<file path="src/rtl/ren_tile_dispatch.sv">
// rtl/ren_tile_dispatch.sv - pops tile entries, clips them to the screen and walks them as 2x2 quads
module ren_tile_dispatch #(
  parameter int COORD_W  = 11,
  parameter int SIZE_W   = 6,
  parameter int SCREEN_W = 640,
  parameter int SCREEN_H = 480
) (
  input  logic               clk,
  input  logic               rst_n,
  input  logic               i_empty,
  output logic               o_pop,
  input  logic [COORD_W-1:0] i_tile_x,
  input  logic [COORD_W-1:0] i_tile_y,
  input  logic [SIZE_W-1:0]  i_tile_size,
  input  logic               i_flush,
  output logic               o_quad_valid,
  input  logic               i_quad_ready,
  output logic [COORD_W-1:0] o_quad_x,
  output logic [COORD_W-1:0] o_quad_y,
  output logic [3:0]         o_quad_mask,
  output logic               o_quad_last,
  output logic               o_busy
);

  localparam int CW = COORD_W + 1;

  typedef enum logic [1:0] {IDLE, LOAD, EMIT} state_t;

  state_t             state;
  logic [COORD_W-1:0] tile_x, tile_y;
  logic [CW-1:0]      eff_w, eff_h, qx, qy;
  logic [CW-1:0]      in_size, in_x, in_y, room_w, room_h, clip_w, clip_h;
  logic [CW-1:0]      nqx, nqy;
  logic               discard, handshake, row_end, tile_end;

  function automatic logic [3:0] quad_mask(input logic [CW-1:0] ox, oy, w, h);
    logic x0, x1, y0, y1;
    x0 = ox < w;
    x1 = (ox + CW'(1)) < w;
    y0 = oy < h;
    y1 = (oy + CW'(1)) < h;
    return {x1 & y1, x0 & y1, x1 & y0, x0 & y0};
  endfunction

  function automatic logic quad_last(input logic [CW-1:0] ox, oy, w, h);
    return ((ox + CW'(2)) >= w) && ((oy + CW'(2)) >= h);
  endfunction

  // Clip of the entry presented on i_tile_* during LOAD
  always_comb begin
    in_size = CW'(i_tile_size);
    in_x    = {1'b0, i_tile_x};
    in_y    = {1'b0, i_tile_y};
    room_w  = CW'(SCREEN_W) - in_x;
    room_h  = CW'(SCREEN_H) - in_y;
    clip_w  = (in_size < room_w) ? in_size : room_w;
    clip_h  = (in_size < room_h) ? in_size : room_h;
    discard = (in_size == '0) || (in_x >= CW'(SCREEN_W)) || (in_y >= CW'(SCREEN_H));
  end

  always_comb begin
    handshake = (state == EMIT) && o_quad_valid && i_quad_ready;
    row_end   = (qx + CW'(2)) >= eff_w;
    tile_end  = row_end && ((qy + CW'(2)) >= eff_h);
    nqx       = row_end ? '0 : qx + CW'(2);
    nqy       = row_end ? qy + CW'(2) : qy;
  end

  // Pop from IDLE, or together with the final handshake so the next tile follows with only the LOAD gap
  assign o_pop  = rst_n && !i_flush && !i_empty &&
                  ((state == IDLE) || (handshake && tile_end));
  assign o_busy = (state != IDLE);

  always_ff @(posedge clk) begin
    if (!rst_n) begin
      state        <= IDLE;
      tile_x       <= '0;
      tile_y       <= '0;
      eff_w        <= '0;
      eff_h        <= '0;
      qx           <= '0;
      qy           <= '0;
      o_quad_valid <= 1'b0;
      o_quad_x     <= '0;
      o_quad_y     <= '0;
      o_quad_mask  <= '0;
      o_quad_last  <= 1'b0;
    end else if (i_flush) begin
      state        <= IDLE;
      o_quad_valid <= 1'b0;
      o_quad_last  <= 1'b0;
    end else begin
      case (state)
        IDLE: begin
          if (o_pop) state <= LOAD;
        end
        LOAD: begin
          tile_x <= i_tile_x;
          tile_y <= i_tile_y;
          eff_w  <= clip_w;
          eff_h  <= clip_h;
          qx     <= '0;
          qy     <= '0;
          if (discard) begin
            state <= IDLE;
          end else begin
            state        <= EMIT;
            o_quad_valid <= 1'b1;
            o_quad_x     <= i_tile_x;
            o_quad_y     <= i_tile_y;
            o_quad_mask  <= quad_mask('0, '0, clip_w, clip_h);
            o_quad_last  <= quad_last('0, '0, clip_w, clip_h);
          end
        end
        EMIT: begin
          if (handshake) begin
            if (tile_end) begin
              state        <= o_pop ? LOAD : IDLE;
              o_quad_valid <= 1'b0;
              o_quad_last  <= 1'b0;
            end else begin
              qx          <= nqx;
              qy          <= nqy;
              o_quad_x    <= tile_x + nqx[COORD_W-1:0];
              o_quad_y    <= tile_y + nqy[COORD_W-1:0];
              o_quad_mask <= quad_mask(nqx, nqy, eff_w, eff_h);
              o_quad_last <= quad_last(nqx, nqy, eff_w, eff_h);
            end
          end
        end
        default: begin
          state        <= IDLE;
          o_quad_valid <= 1'b0;
        end
      endcase
    end
  end

endmodule
</file>
<file path="config.mk">
export PLATFORM = sky130hd
export DESIGN_NAME = ren_tile_dispatch
export DESIGN_NICKNAME = d
export VERILOG_FILES = /design/src/rtl/ren_tile_dispatch.sv
export SDC_FILE = /design/constraint.sdc
export NUM_CORES = 1
export LEC_CHECK = 0
export BUFFER_PORTS_ARGS = -buffer_cell sky130_fd_sc_hd__buf_2
export CAP_MARGIN = 40
export CORE_ASPECT_RATIO = 0.7
export CORE_UTILIZATION = 50
export DETAILED_ROUTE_END_ITERATION = 10
export PLACE_DENSITY = 0.75
export SYNTH_ARGS = -nofsm -noshare
export SYNTH_HDL_FRONTEND = slang
export SYNTH_SLANG_ARGS = --single-unit
export TNS_END_PERCENT = 10
</file>
<file path="constraint.sdc">
create_clock -name clk -period 6.3 [get_ports clk]
set_input_delay 0.945 -clock clk [delete_from_list [all_inputs] [get_ports clk]]
set_output_delay 0.945 -clock clk [all_outputs]
set_load 0.05 [all_outputs]
</file>
==> run_results.csv <==
group,metric,value,unit
sta,rsz0062_at_grt,"false",
placement,dpl.hpwl,18.1,mm
logic_synthesis,synth_nets,1244,
clock_network,h-tree-depth,3,
setup_path,slowest_stage,"or4b_1",
die,fp.dieH,113,um
logic_synthesis,async_reset_ff_frac,0,
global_routing,grt_pass1_wl,39.3,mm
sta,max_freq,0.171,GHz
sta,drv_slew,0,
power,pwr_density_cell,154,nW/um^2
global_routing,grt_busiest_layer,"met2",
clock_network,clockRootBuffer,"clkbuf_16",
sta,fin_crit_sh,0.929,
sta,worstMarginPinSlew,868,ps
setup_path,crit_top_cell,"ha_1",
sta,clock_skew,11.2,ps
logic_synthesis,ys_types,78,
global_routing,grt_use_met1,0.402,
global_routing,grt_overflow,0,
drt,avgViaCountPerCell,5.91,
placement,globalplace.congestion,0.955,
layout,fin_cells,1346,
die,start_util,0.510,
run,maxCapViolCount,0,
clock_network,cts_tree,"built",
global_routing,antenna_found_initial,0,
layout,drive_above_1_share,0.110,
setup_path,crit_type,"flop to flop",
sta,finalSetupViolCount,0,
logic_synthesis,ys_ff_latch,99,
layout,final_cell_area,9550,um^2
logic_synthesis,synthFlopType,"dfxtp_1",
logic_synthesis,ys_seq_area_frac,0.226,
global_routing,track_usage,0.270,
global_routing,grt_max_degree,86,
placement,portBuffers,62,
clock_network,numCtsBuffers,9,
sta,slew_headroom,0.420,
logic_synthesis,syn_area,8760,um^2
setup_path,crit_path_max_fanout,7,
sta,post-route-min-period,5850,ps
clock_network,path_clk_slew,80,ps
die,dieArea,18100,um^2
sta,fin_ws,447,ps
drt,drt.antenna.violating_nets,0,
outcome,outcome,"completed",
placement,dp_cells,1331,
sta,hold_viol_final,0,
power,ir_drop,0.000138,V
setup_path,required,6560,ps
drt,wire_per_inst,17.7,um
clock_network,clkSinkCount,99,
sta,fin_setup_tns,0,ps
die,ioPinCount,63,
die,dieWidth,160,um
worst_hold_path,hold_class,"flop to flop",
layout,areaGrowthSynthToFinish,9.02,%
setup_path,endpoint_kind,"flop",
layout,final_nets,1270,
logic_synthesis,yosys_warnings,0,
clock_network,cts_setup_buffers,0,
clock_network,cts.path.max_buffers,2,
clock_network,clock_latency,360,ps
layout,final_cell_mix,"126 x ha_1, 125 x nand2_1, 99 x dfxtp_1",
logic_synthesis,syn_avg_cell_area,8.08,um^2
layout,antenna-diode-count,0,
logic_synthesis,synth_edf_count,0,
power,p_leak,0.00438,uW
placement,dpl_cell_area,9260,um^2
drt,drt-initial-drc-count,584,
die,rows,40,
global_routing,met3_usage,0.0403,
setup_path,slowest_delay,570,ps
drt,firstDrtPassIters,5,
layout,final_common_cell,"ha_1",
global_routing,met2_usage,0.402,
drt,drt_wl_total,23.8,mm
drt,post-route-drc-count,0,
logic_synthesis,synthCells,1085,
drt,routed-via-count,7951,
global_routing,grt_pass1_vias,7387,
setup_path,startpoint_type,"flop",
die,fp.coreArea,17200,um^2
placement,dp_worst_setup_slack,460,ps
setup_path,worstPathArrival,6110,ps
power,total_power,1470,uW
worst max-delay path: cells and delay by family, from the launching register on:
kind | cells | cell delay [ps]
AND/OR/NAND/NOR | 13 | 2960
adder cells (fa/ha/maj) | 4 | 1110
XOR/XNOR | 3 | 670
AO/OA/AOI/OAI | 4 | 490
flip-flops | 1 | 380
buffers and inverters | 1 | 140
what timing repair did:
action                                  CTS  global route
hold buffers                              0             0
resized for setup                         0             2
endpoints found under the setup margin    0             1
worst paths after layout:
| check | from | end | slack, ps | depth (start not counted) |
|---|---|---|---|---|
| hold reg to reg | o_quad_y[2] | o_quad_y[2] | 470 | 2 |
| hold / removal | o_quad_y[2] | o_quad_y[2] | 470 | 2 |
| setup reg to reg | qx[2] | o_quad_last | 450 | 25 |
| setup / recovery | qx[2] | o_quad_last | 450 | 25 |
per-layer routing:
metal,share of wire,up-vias
met5,0,-
met4,0.021,0
met3,0.056,32
met2,0.42,241
met1,0.51,3730
li1,-,3948
state kept, by name, summed over array words and instances (netlist names):
signal and cells:
o_quad_last 1, qy 11, eff_h 12, tile_y 11, qx 12, o_quad_y 11
o_quad_x 11, tile_x 11, o_quad_valid 1, eff_w 12, o_quad_mask 4, state 2
stage by stage:
| stage | hold WS (ps) | util |
|---|---|---|
| 2_1_floorplan | 441 | - |
| 3_3_place_gp | 451 | 0.536 |
| 3_5_place_dp | 455 | 0.539 |
| 4_1_cts | 464 | 0.555 |
| 5_1_grt | 490 | 0.556 |
| 6_report | 467 | 0.556 |
area by class of cell:
type	count	area, um^2
repair buffers	77	459
fillers	1570	7610
inverters	52	195
clock buffers	9	225
well taps	231	289
flip-flops and latches	99	1980
multi-input cells	872	6350
clock inverters	6	55.1
logic make-up (layout without fill, tap and decap cells):
kind of cell,after synthesis,count (layout),synth area share
simple gates,367,367,0.208
compound gates,281,281,0.226
fa+ha+maj,128,128,0.182
buf+inv,114,144,0.0528
flops,99,99,0.226
xor+xnor,81,81,0.0868
mux,15,15,0.0177
cells in the mapped netlist (6+ instances only):
cell type,n,area (um^2)
a22oi_1,17,128
nand4_1,9,56.3
nand2_1,125,469
nand3_1,28,140
nand2b_1,12,75.1
and3_1,30,188
a21o_1,12,90.1
and2_1,8,50.1
a21boi_0,25,188
nor3_1,21,105
ha_1,126,1580
o211ai_1,12,90.1
nor2b_1,31,194
o21a_1,21,158
buf_2,13,65.1
o211a_1,18,180
o21ai_0,49,245
a211oi_1,8,60.1
a31oi_1,13,81.3
o31ai_1,6,45.0
clkbuf_1,40,150
xor2_1,32,280
nor4_1,8,50.1
a21oi_1,58,290
inv_1,51,191
xnor2_1,43,377
nor2_1,64,240
mux2i_1,14,140
dfxtp_1,99,1980
where the power goes:
group	switching (uW)	internal, uW
Combinational	177	95.7
Clock	280	275
Sequential	7.56	638
Total	465	1010
Note: power is estimated with default switching activity, not from simulation.
